--- src/rtl/orientation_pkg.sv ---
// Shared types and trig constants for the rover orientation search.
// Sine table is a quarter wave in 5-degree steps, Q1.16, rescaled on lookup.
package orientation_pkg;

  typedef enum logic [2:0] {
    S_IDLE,
    S_SHORTCUT,
    S_PTC,
    S_DELTAS,
    S_MOTION,
    S_SEARCH,
    S_REPORT
  } state_e;

  localparam int N_SUPPORTED = 3;
  localparam int SUPPORTED_SECTORS [N_SUPPORTED] = '{12, 24, 36};

  localparam int SIN_Q16 [19] = '{
    0, 5712, 11380, 16962, 22415, 27697, 32768,
    37590, 42126, 46341, 50203, 53684, 56756,
    59396, 61584, 63303, 64540, 65287, 65536
  };

  function automatic bit sector_supported(input int n);
    bit ok;
    ok = 1'b0;
    for (int i = 0; i < N_SUPPORTED; i++)
      if (SUPPORTED_SECTORS[i] == n) ok = 1'b1;
    return ok;
  endfunction

  // a is the angle in 5-degree units (0..71); result rounded to frac bits
  function automatic int trig_sin5(input int a, input int frac);
    int q;
    int r;
    int j;
    int m;
    q = a / 18;
    r = a % 18;
    j = (q % 2 == 0) ? r : 18 - r;
    m = SIN_Q16[j[4:0]];
    m = (m + (1 << (15 - frac))) >> (16 - frac);
    return (q >= 2) ? -m : m;
  endfunction

endpackage

--- src/rtl/orientation_search_lut.sv ---
// Combinational sector -> (sin, cos) ROM, signed Q1.TRIG_FRAC.
// Indices outside the sector range read as zero.
module sector_trig_lut
  import orientation_pkg::*;
#(
  parameter int THETA_WIDTH = 5,
  parameter int NUM_SECTORS = 24,
  parameter int TRIG_FRAC   = 8
) (
  input  logic        [THETA_WIDTH-1:0] idx_i,
  output logic signed [TRIG_FRAC+1:0]   sin_o,
  output logic signed [TRIG_FRAC+1:0]   cos_o
);

  localparam int TW   = TRIG_FRAC + 2;
  localparam int STEP = 72 / NUM_SECTORS;

  if (!sector_supported(NUM_SECTORS)) begin : g_bad_sectors
    $error("sector_trig_lut: unsupported NUM_SECTORS %0d", NUM_SECTORS);
  end

  int a5;

  always_comb begin
    a5    = 0;
    sin_o = '0;
    cos_o = '0;
    if (int'(idx_i) < NUM_SECTORS) begin
      a5    = int'(idx_i) * STEP;
      sin_o = TW'(trig_sin5(a5, TRIG_FRAC));
      cos_o = TW'(trig_sin5((a5 + 18) % 72, TRIG_FRAC));
    end
  end

endmodule

--- src/rtl/orientation_search.sv ---
// Heading of rover motion from two polar radar fixes, found by an
// iterative one-sector-per-cycle search with a stationary detector.
module orientation_search
  import orientation_pkg::*;
#(
  parameter int R_WIDTH      = 8,
  parameter int THETA_WIDTH  = 5,
  parameter int NUM_SECTORS  = 24,
  parameter int TRIG_FRAC    = 8,
  parameter int ERROR_FACTOR = 4
) (
  input  logic                           clock,
  input  logic                           reset,
  input  logic                           enable,
  input  logic [R_WIDTH+THETA_WIDTH-1:0] r_theta_original,
  input  logic [R_WIDTH+THETA_WIDTH-1:0] r_theta_final,
  output logic                           busy,
  output logic                           done,
  output logic                           stationary,
  output logic [THETA_WIDTH-1:0]         orientation
);

  localparam int IW = R_WIDTH + THETA_WIDTH;
  localparam int TW = TRIG_FRAC + 2;
  localparam int XW = R_WIDTH + 2;
  localparam int DW = R_WIDTH + 3;
  localparam int PW = R_WIDTH + TRIG_FRAC + 5;
  localparam int MW = R_WIDTH + 1 + TW;
  localparam int OW = THETA_WIDTH + 1;

  state_e                  state_q;
  logic [R_WIDTH-1:0]      r_o_q, r_f_q;
  logic [THETA_WIDTH-1:0]  th_o_q, th_f_q;
  logic signed [XW-1:0]    x_o_q, y_o_q, x_f_q, y_f_q;
  logic signed [DW-1:0]    dx_q, dy_q;
  logic [THETA_WIDTH-1:0]  k_q, cand_q, res_or_q;
  logic [PW-1:0]           best_q;
  logic                    res_st_q;
  logic                    busy_q, done_q, stat_q;
  logic [THETA_WIDTH-1:0]  orient_q;

  logic signed [TW-1:0] s_o, c_o, s_f, c_f, s_k, c_k;

  sector_trig_lut #(
    .THETA_WIDTH(THETA_WIDTH),
    .NUM_SECTORS(NUM_SECTORS),
    .TRIG_FRAC  (TRIG_FRAC)
  ) u_lut_o (.idx_i(th_o_q), .sin_o(s_o), .cos_o(c_o));

  sector_trig_lut #(
    .THETA_WIDTH(THETA_WIDTH),
    .NUM_SECTORS(NUM_SECTORS),
    .TRIG_FRAC  (TRIG_FRAC)
  ) u_lut_f (.idx_i(th_f_q), .sin_o(s_f), .cos_o(c_f));

  sector_trig_lut #(
    .THETA_WIDTH(THETA_WIDTH),
    .NUM_SECTORS(NUM_SECTORS),
    .TRIG_FRAC  (TRIG_FRAC)
  ) u_lut_k (.idx_i(k_q), .sin_o(s_k), .cos_o(c_k));

  logic signed [MW-1:0] mx_o, my_o, mx_f, my_f;
  assign mx_o = MW'($signed({1'b0, r_o_q})) * MW'(c_o);
  assign my_o = MW'($signed({1'b0, r_o_q})) * MW'(s_o);
  assign mx_f = MW'($signed({1'b0, r_f_q})) * MW'(c_f);
  assign my_f = MW'($signed({1'b0, r_f_q})) * MW'(s_f);

  logic signed [DW-1:0] dx_w, dy_w;
  assign dx_w = DW'(x_f_q) - DW'(x_o_q);
  assign dy_w = DW'(y_f_q) - DW'(y_o_q);

  logic [DW-1:0] adx_w, ady_w;
  logic          small_w;
  assign adx_w   = dx_q[DW-1] ? -dx_q : dx_q;
  assign ady_w   = dy_q[DW-1] ? -dy_q : dy_q;
  assign small_w = (adx_w <= DW'(ERROR_FACTOR)) &&
                   (ady_w <= DW'(ERROR_FACTOR));

  // Single candidate per cycle: projection onto and off the k heading
  logic signed [PW-1:0] dot_w, crs_w;
  logic [PW-1:0]        acrs_w;
  logic                 upd_w, last_w;
  logic [THETA_WIDTH-1:0] cand_nxt;
  assign dot_w  = PW'(dx_q) * PW'(c_k) + PW'(dy_q) * PW'(s_k);
  assign crs_w  = PW'(dx_q) * PW'(s_k) - PW'(dy_q) * PW'(c_k);
  assign acrs_w = crs_w[PW-1] ? -crs_w : crs_w;
  assign upd_w  = !dot_w[PW-1] && (dot_w != '0) && (acrs_w < best_q);
  assign last_w = (k_q == THETA_WIDTH'(NUM_SECTORS - 1));
  assign cand_nxt = upd_w ? k_q : cand_q;

  logic [OW-1:0]          opp_sum;
  logic [THETA_WIDTH-1:0] opp_w;
  assign opp_sum = {1'b0, th_o_q} + OW'(NUM_SECTORS / 2);
  assign opp_w   = (opp_sum >= OW'(NUM_SECTORS)) ?
                   THETA_WIDTH'(opp_sum - OW'(NUM_SECTORS)) :
                   opp_sum[THETA_WIDTH-1:0];

  always_ff @(posedge clock) begin
    if (reset) begin
      state_q  <= S_IDLE;
      r_o_q    <= '0;
      r_f_q    <= '0;
      th_o_q   <= '0;
      th_f_q   <= '0;
      x_o_q    <= '0;
      y_o_q    <= '0;
      x_f_q    <= '0;
      y_f_q    <= '0;
      dx_q     <= '0;
      dy_q     <= '0;
      k_q      <= '0;
      cand_q   <= '0;
      best_q   <= '0;
      res_or_q <= '0;
      res_st_q <= 1'b0;
      busy_q   <= 1'b0;
      done_q   <= 1'b0;
      stat_q   <= 1'b0;
      orient_q <= '0;
    end else begin
      done_q <= 1'b0;
      unique case (state_q)
        S_IDLE: begin
          if (enable) begin
            r_o_q   <= r_theta_original[R_WIDTH-1:0];
            th_o_q  <= r_theta_original[IW-1:R_WIDTH];
            r_f_q   <= r_theta_final[R_WIDTH-1:0];
            th_f_q  <= r_theta_final[IW-1:R_WIDTH];
            busy_q  <= 1'b1;
            state_q <= S_SHORTCUT;
          end
        end
        S_SHORTCUT: begin
          if (th_o_q == th_f_q) begin
            res_or_q <= (r_f_q >= r_o_q) ? th_o_q : opp_w;
            res_st_q <= 1'b0;
            state_q  <= S_REPORT;
          end else begin
            state_q  <= S_PTC;
          end
        end
        S_PTC: begin
          x_o_q   <= XW'(mx_o >>> TRIG_FRAC);
          y_o_q   <= XW'(my_o >>> TRIG_FRAC);
          x_f_q   <= XW'(mx_f >>> TRIG_FRAC);
          y_f_q   <= XW'(my_f >>> TRIG_FRAC);
          state_q <= S_DELTAS;
        end
        S_DELTAS: begin
          dx_q    <= dx_w;
          dy_q    <= dy_w;
          state_q <= S_MOTION;
        end
        S_MOTION: begin
          if (small_w) begin
            res_or_q <= orient_q;
            res_st_q <= 1'b1;
            state_q  <= S_REPORT;
          end else begin
            k_q     <= '0;
            cand_q  <= '0;
            best_q  <= '1;
            state_q <= S_SEARCH;
          end
        end
        S_SEARCH: begin
          if (upd_w) begin
            best_q <= acrs_w;
            cand_q <= k_q;
          end
          if (last_w) begin
            res_or_q <= cand_nxt;
            res_st_q <= 1'b0;
            state_q  <= S_REPORT;
          end else begin
            k_q <= k_q + THETA_WIDTH'(1);
          end
        end
        S_REPORT: begin
          done_q   <= 1'b1;
          busy_q   <= 1'b0;
          orient_q <= res_or_q;
          stat_q   <= res_st_q;
          state_q  <= S_IDLE;
        end
        default: state_q <= S_IDLE;
      endcase
    end
  end

  assign busy        = busy_q;
  assign done        = done_q;
  assign stationary  = stat_q;
  assign orientation = orient_q;

endmodule

--- config.mk ---
export PLATFORM = sky130hd
export DESIGN_NAME = orientation_search
export DESIGN_NICKNAME = d
export VERILOG_FILES = /design/src/rtl/orientation_pkg.sv /design/src/rtl/orientation_search_lut.sv /design/src/rtl/orientation_search.sv
export SDC_FILE = /design/constraint.sdc
export NUM_CORES = 2
export LEC_CHECK = 0
export ABC_AREA = 1
export BUFFER_PORTS_ARGS = -buffer_cell sky130_fd_sc_hd__buf_2
export CAP_MARGIN = 20
export CORE_MARGIN = 4
export CORE_UTILIZATION = 65
export CTS_CLUSTER_SIZE = 25
export DETAILED_ROUTE_END_ITERATION = 6
export GPL_ROUTABILITY_DRIVEN = 0
export GPL_TIMING_DRIVEN = 0
export PLACE_DENSITY_LB_ADDON = 0.08
export SYNTH_ARGS = -nofsm -noshare
export SYNTH_HDL_FRONTEND = slang
export SYNTH_HIERARCHICAL = 1
export SYNTH_SLANG_ARGS = --single-unit
--- constraint.sdc ---
create_clock -name clock -period 18.11 [get_ports clock]
set_input_delay 0.9055 -clock clock [delete_from_list [all_inputs] [get_ports clock]]
set_output_delay 0.9055 -clock clock [all_outputs]
set_load 0.02 [all_outputs]
# --- After elaboration in Yosys (flattened, before gate mapping) ---
# Memories as Yosys holds them, arrays and structs flattened.
# Cells that the tools add are included.
op_classes:
  div: 15
  eq_ne: 15
  reduce_logical: 22
  n_mux: 59
  mul: 11
  magnitude_cmp: 20
  addsub: 31
  bitwise: 12
ops:
  columns: ["cell", "n"]
  rows:
  - ["$mux W18", 12]
  - ["$div A32 B6 Y32 const B", 6]
  - ["$ge A32 B3 Y1 const B", 6]
  - ["$logic_not A32 Y1", 6]
  - ["$mod A32 B6 Y32 const B", 6]
  - ["$mux W10", 12]
  - ["$add A18 B9 Y18 const B", 6]
  - ["$add A32 B6 Y32 const B", 3]
  - ["$mod A32 B8 Y32 const B", 3]
  - ["$mul A11 B10 Y21", 4]
  - ["$mul A9 B10 Y18", 4]
  - ["$mux W5", 14]
  - ["$mux W21", 3]
  - ["$neg A10 Y10", 6]
  - ["$pmux W21 S2", 1]
  - ["$ge A6 B6 Y1 const B", 6]
  - ["$not A5 Y6", 6]
  - ["$sub A5 B5 Y5 const A", 6]
  - ["$le A11 B3 Y1 const B", 2]
  - ["$mux W11", 2]
  - ["$neg A11 Y11", 2]
  - ["$sub A10 B10 Y11", 2]
  - ["$add A21 B21 Y21", 1]
  - ["$lt A21 B21 Y1", 1]
  - ["33 further kinds", 65]
word_totals:
  ff_bits: 136
  rom_bits: 6144
  input_bits: 29
  word_cells: 211
  out_inout_bits: 8
  memories: 6
memory_table:
  columns: ["name", "words", "word_bits", "rd", "rd_ports_with_merged_regs", "write_ports", "line_no", "text"]
  rows:
  - ["(no name shown)", 32, 32, 1, 0, 0, "orientation_pkg.sv:41", "m = SIN_Q16[j[4:0]];"]
  - ["(no name shown)", 32, 32, 1, 0, 0, "orientation_pkg.sv:41", null]
  - ["(no name shown)", 32, 32, 1, 0, 0, "orientation_pkg.sv:41", null]
  - ["(no name shown)", 32, 32, 1, 0, 0, "orientation_pkg.sv:41", null]
  - ["(no name shown)", 32, 32, 1, 0, 0, "orientation_pkg.sv:41", null]
  - ["(no name shown)", 32, 32, 1, 0, 0, "orientation_pkg.sv:41", null]

# --- Longest topological paths before layout ---
depth:
  word_depth: 24
  depth_mapped: 131
  depth_no_buf: 127

# --- By module ---
# Netlist, hierarchy kept.
by_module_without_submodules:
  columns: ["mod", "area_per_inst_um2", "cells_each", "n_inst"]
  rows:
  - ["orientation_search", 38085.3, 5146, 1]
  - ["sector_trig_lut at u_lut_k", 4431.8, 796, 1]
  - ["sector_trig_lut at u_lut_o", 4209.0, 805, 1]
  - ["sector_trig_lut at u_lut_f", 4146.5, 771, 1]

# --- Least setup slack after synthesis ---
# OpenSTA, ideal clock, no wires.
synth_path:
  path_type: "register to register"
  start: "register k_q[0]"
  end: "register best_q[17]"
  setup_ns: 0.114
  n_path_buf: 6
  path_stages_with_launch: 117
  t_arrival_ns: 16.078
  synth_period_minus_slack_ns: 16.192
  setup_slack_ns: 1.918
  path_cell_list: "dfxtp_1 -> clkinv_1 -> ha_1 -> ha_1 -> nand2_2 -> nand3_1 -> nand2_2 -> nand2_1 -> nand4_1 -> ha_1 -> nand3b_1 -> nand2_1 -> nand2_2 -> inv_2 -> nand2_2 -> nand2_2 -> nand4_4 -> nand2_1 -> (+81 left out) -> nand2_1 -> o21ai_1 -> inv_2 -> ha_1 -> nand2_1 -> inv_1 -> nor2_1 -> o21a_1 -> nand2_1 -> nand2_1 -> o2111ai_1 -> nor2_1 -> nand2_1 -> nor2_4 -> nand3_2 -> buf_2 -> a21oi_1 -> nor2_1"
synth_via:
  elab_chain_cells: 23
  word_cells_on_any_way: 51
synth_lines:
  columns: ["element", "line_no", "text"]
  rows:
  - ["start: declaration", "orientation_search.sv:36", "logic [THETA_WIDTH-1:0] k_q, cand_q, res_or_q;"]
  - ["start signal: assignment", "orientation_search.sv:176", "k_q <= k_q + THETA_WIDTH'(1);"]
  - ["parallel branches: the longest is 14 deep, another holds $add A32 B6 Y32", null, null]
  - ["$mux W10 (*)", "orientation_search_lut.sv:28", "if (int'(idx_i) < NUM_SECTORS) begin"]
  - ["net c_k[2]", "orientation_search.sv:42", "logic signed [TW-1:0] s_o, c_o, s_f, c_f, s_k, c_k;"]
  - ["$mul A11 B10 Y21", "orientation_search.sv:85", "assign crs_w = PW'(dx_q) * PW'(s_k) - PW'(dy_q) * PW'(c_k);"]
  - ["$sub A21 B21 Y21", "orientation_search.sv:85", null]
  - ["$neg A21 Y21", "orientation_search.sv:86", "assign acrs_w = crs_w[PW-1] ? -crs_w : crs_w;"]
  - ["$mux W21", "orientation_search.sv:86", null]
  - ["$lt A21 B21 Y1", "orientation_search.sv:87", "assign upd_w = !dot_w[PW-1] && (dot_w != '0) && (acrs_w < best_q);"]
  - ["$logic_and A1 B1 Y1", "orientation_search.sv:87", null]
  - ["$ne A2 B2 Y1 (no line)", null, null]
  - ["$reduce_and A3 Y1 (no line)", null, null]
  - ["end signal: assignment", "orientation_search.sv:168", "best_q <= acrs_w;"]
  - ["end: declaration", "orientation_search.sv:37", "logic [PW-1:0] best_q;"]
# Mark *: on every way through the listed nets, which the timed path passes. The select of a mux whose other input is x is not followed.
# A chain may end at the register's enable or synchronous reset.

# --- Worst setup path in the final report ---
layout_path:
  start: "register k_q[0]"
  end: "register best_q[19]"
# Same word-level chain as after synthesis.

==> flow_summary.toml <==
[run_status]
run_status = "completed"

[global_routing]
grt_first_pass_wirelength_mm = 216
met1_usage_pct = 41.5
antenna_found_initial = 2
met3_usage_pct = 3.10
track_usage_pct = 31.6
global_route.usage.met2_pct = 54.8
via_count_of_the_first_global_routing_pass = 45200
overflow = 0
grt-busiest-layer = "met2"
grt_max_degree = 17

[min_path]
holdPathStages = 2
min-delay-start = "cand_q[0]"
min_delay_worst_endpoint = "cand_q[0]"
min-delay-path-class = "flop to flop"

[place]
placedCellCount = 8598
dpl_worst_slack_ns = -1.95
place.port_buffers = 35
dp_hpwl_mm = 109
dpl-instance-area_um2 = 52400

[clock_network]
postCtsHoldBufs = 0
ctsRootBufferMaster = "sky130_fd_sc_hd__clkbuf_16"
worst_setup_hold_path_clk_slew_ns = 0.07
cts_max_path_buffers = 2
clk_latency_ns = 0.43
cts_h_tree_depth = 4
cts_inserted_buffers = 17
tritoncts = "built"
tritoncts_num_sinks = 136

[worst_setup_path]
flop2flop_setup_slack_ns = 0.77
timing_worst_setup_path_type = "flop to flop"
timing.critical_path.mode_cell = "sky130_fd_sc_hd__nand2_2"
worst-path-max-fanout = 10
worstPathRequired_ns = 18.43
critical_path.reg2reg.startpoint = "k_q[0]"
worst_path_largest_cell_delay_ns = 0.66
critPathCaptureType = "flop"
r2r.worst_path.cells = 114
startpoint_type = "flop"
worst_r2r_endpoint = "best_q[19]"
critical_path_arrival_ns = 17.66
critPathSlowestCell = "sky130_fd_sc_hd__fa_2"

[logic_synthesis]
async_flop_share_pct = 0
yosys_warnings = 6
area_of_the_mapped_netlist_um2 = 50900
ys.flop_type = "sky130_fd_sc_hd__dfxtp_1"
number_of_unique_standard_cell_types_used_by_synthesis = 78
synth_enable_flop_cells = 0
synth_sequential_area_ratio_pct = 5.35
synthesis.instances = 7518
synth_area_per_cell_um2 = 6.77
synth-seq-cells = 136
mappedNetlistNets = 8703

[timing]
peak_clock_frequency_supported_by_timing_mhz = 57.7
slew_violations = 0
setup_viol = 0
hold_viol = 0
max_slew.worst_pin.slew_ns = 1.34
worst_slew_margin_rel_pct = 10.2
setup-tns-final_ns = 0
final.setup.worst_slack_ns = 0.765
timing.final.crit_share_pct = 95.8
min_period_ns = 17.34
clock-skew-final_ns = 0.0133

[final_layout]
final-seq-area_um2 = 2740
stdcell_count = 8696
layout.filler_cells = 6806
drive_gt1_share_pct = 9.35
layout-area-overhead-vs-synth_pct = 7.02
post-route-cell-area_um2 = 54400
multiInputGateArea_um2 = 40500
final_net_count = 8827

[run]
max-cap-violations = 0

[drt]
vias = 46800
drt-vias-per-instance = 5.38
ant_nets = 0
finalWirelength_mm = 131
drt-initial-drc-count = 3506
drt_pre_antenna_iters = 6
drt-wirelength-per-cell_um = 15.1
residual_drc_count = 0

[floorplanning]
num_io_pins = 37
fp-row-count = 102
design.die.area_um2 = 82800
die_width_um = 288
die_h_um = 288
initial_utilization_pct = 65.7
fp.coreArea_um2 = 77500
synthesized netlist by cell type (60+ instances only):
cell type | count | share of area [%]
sky130_fd_sc_hd__nand2_1 | 1878 | 14
sky130_fd_sc_hd__inv_1 | 1876 | 14
sky130_fd_sc_hd__fa_1 | 729 | 29
sky130_fd_sc_hd__ha_1 | 427 | 11
sky130_fd_sc_hd__nand3_1 | 415 | 4.1
sky130_fd_sc_hd__nor2_1 | 407 | 3.0
sky130_fd_sc_hd__a21oi_1 | 273 | 2.7
sky130_fd_sc_hd__o21ai_0 | 207 | 2.0
sky130_fd_sc_hd__clkbuf_1 | 154 | 1.1
sky130_fd_sc_hd__dfxtp_1 | 136 | 5.4
sky130_fd_sc_hd__nand2_2 | 121 | 1.5
sky130_fd_sc_hd__xor2_1 | 107 | 1.8
sky130_fd_sc_hd__nand4_1 | 90 | 1.1
sky130_fd_sc_hd__nor3_1 | 66 | 0.65
sky130_fd_sc_hd__inv_2 | 62 | 0.46
sky130_fd_sc_hd__xnor2_1 | 60 | 1.0
final cells by class:
class                   instances  share of cell area [%]
inverters                    1959                    13.5
flip-flops and latches        136                    5.02
repair buffers                106                    1.45
well taps                    1040                    2.39
clock inverters                15                   0.358
multi-input cells            5208                    74.4
clock buffers                  17                   0.781
plain buffers                 214                    2.04
diodes                          1                 0.00460
worst max-delay path, delay by kind of cell, from the launching register on:
family | cells | cell delay (ns)
adders and majority gates | 16 | 6.08
xor gates and xnor gates | 1 | 0.17
buffers and inverters | 26 | 2.45
DFF | 1 | 0.37
and+or+nand+nor | 61 | 6.73
AOI/OAI and AO/OA | 10 | 1.36
metrics by stage:
step	hold slack, ns	utilization [%]
2_1_floorplan	0.442	-
3_3_place_gp	0.447	67.6
3_5_place_dp	0.456	67.6
4_1_cts	0.466	68.8
5_1_grt	0.491	70.3
6_report	0.467	70.3
metal layers:
layer / share of wire (%) / up-vias / wire length [um]
li1: - / 22800 / -
met1: 41 / 22100 / 53800
met2: 48 / 1656 / 62500
met3: 7.3 / 289 / 9550
met4: 4.1 / 2 / 5430
met5: 0.0099 / - / 13
logic make-up after synthesis:
family,count (synthesis),synth area share (%)
AO/OA/AOI/OAI,677,7.64
XOR/XNOR,171,3.00
adder cells (fa/ha/maj),1156,39.2
buffers and inverters,2174,16.3
flip-flops,136,5.35
AND/OR/NAND/NOR,3204,28.5
cell usage in the layout (no fill, tap or decap), types with 13 or more instances in the layout:
cell,instances
sky130_fd_sc_hd__o21ai_1,34
sky130_fd_sc_hd__nand2_2,136
sky130_fd_sc_hd__nand2_1,1852
sky130_fd_sc_hd__a21oi_1,260
sky130_fd_sc_hd__nor2_1,385
sky130_fd_sc_hd__or2_2,18
sky130_fd_sc_hd__ha_1,415
sky130_fd_sc_hd__inv_2,70
sky130_fd_sc_hd__xor2_1,107
sky130_fd_sc_hd__nand3_4,19
sky130_fd_sc_hd__clkbuf_2,20
sky130_fd_sc_hd__inv_1,1865
sky130_fd_sc_hd__nand4_1,90
sky130_fd_sc_hd__fa_1,722
sky130_fd_sc_hd__o211ai_1,32
sky130_fd_sc_hd__buf_6,17
sky130_fd_sc_hd__nor3_1,63
sky130_fd_sc_hd__buf_2,46
sky130_fd_sc_hd__nand2_4,38
sky130_fd_sc_hd__dfxtp_1,132
sky130_fd_sc_hd__buf_1,16
sky130_fd_sc_hd__o31ai_1,13
sky130_fd_sc_hd__o21ai_0,202
sky130_fd_sc_hd__o21bai_1,13
sky130_fd_sc_hd__nand3_2,53
sky130_fd_sc_hd__a21oi_2,21
sky130_fd_sc_hd__nand3_1,408
sky130_fd_sc_hd__clkbuf_1,134
sky130_fd_sc_hd__nand3b_1,32
sky130_fd_sc_hd__clkbuf_16,19
sky130_fd_sc_hd__xnor2_1,59
sky130_fd_sc_hd__clkinv_1,17
sky130_fd_sc_hd__buf_4,67
sky130_fd_sc_hd__nor2_2,31
sky130_fd_sc_hd__nor2_4,40
worst max path at each step:
| stage | slack (ns) | depth (start not counted) | to | from |
|---|---|---|---|---|
| global route | -0.17 | 114 | best_q[19] | k_q[0] |
| global placement | -1.69 | 109 | best_q[19] | k_q[0] |
| floorplan | 1.92 | 116 | best_q[17] | k_q[0] |
| finish | 0.77 | 114 | best_q[19] | k_q[0] |
| detailed placement | -1.95 | 106 | best_q[19] | k_q[0] |
| CTS | -0.01 | 121 | best_q[19] | k_q[0] |
what timing repair did:
| action | 4_1_cts | 5_1_grt |
|---|---|---|
| buffers inserted | 9 | 53 |
| gates cloned | 0 | 4 |
| setup endpoints to repair | 31 | 31 |
| pin swaps | 5 | 75 |
| hold endpoints to repair | 0 | 0 |
| resized for setup | 75 | 192 |
flip-flops by register name, indices dropped and copies added (netlist names), 3 cells and up:
register / flops
y_f_q: 10
y_o_q: 10
orientation: 5
th_f_q: 5
x_f_q: 10
state_q: 3
dx_q: 11
th_o_q: 5
k_q: 5
best_q: 21
res_or_q: 5
dy_q: 11
r_o_q: 8
r_f_q: 8
x_o_q: 10
cand_q: 5
Power is not shown: default switching activity piles up to over one toggle a cycle in this logic, so the estimate is an artifact.
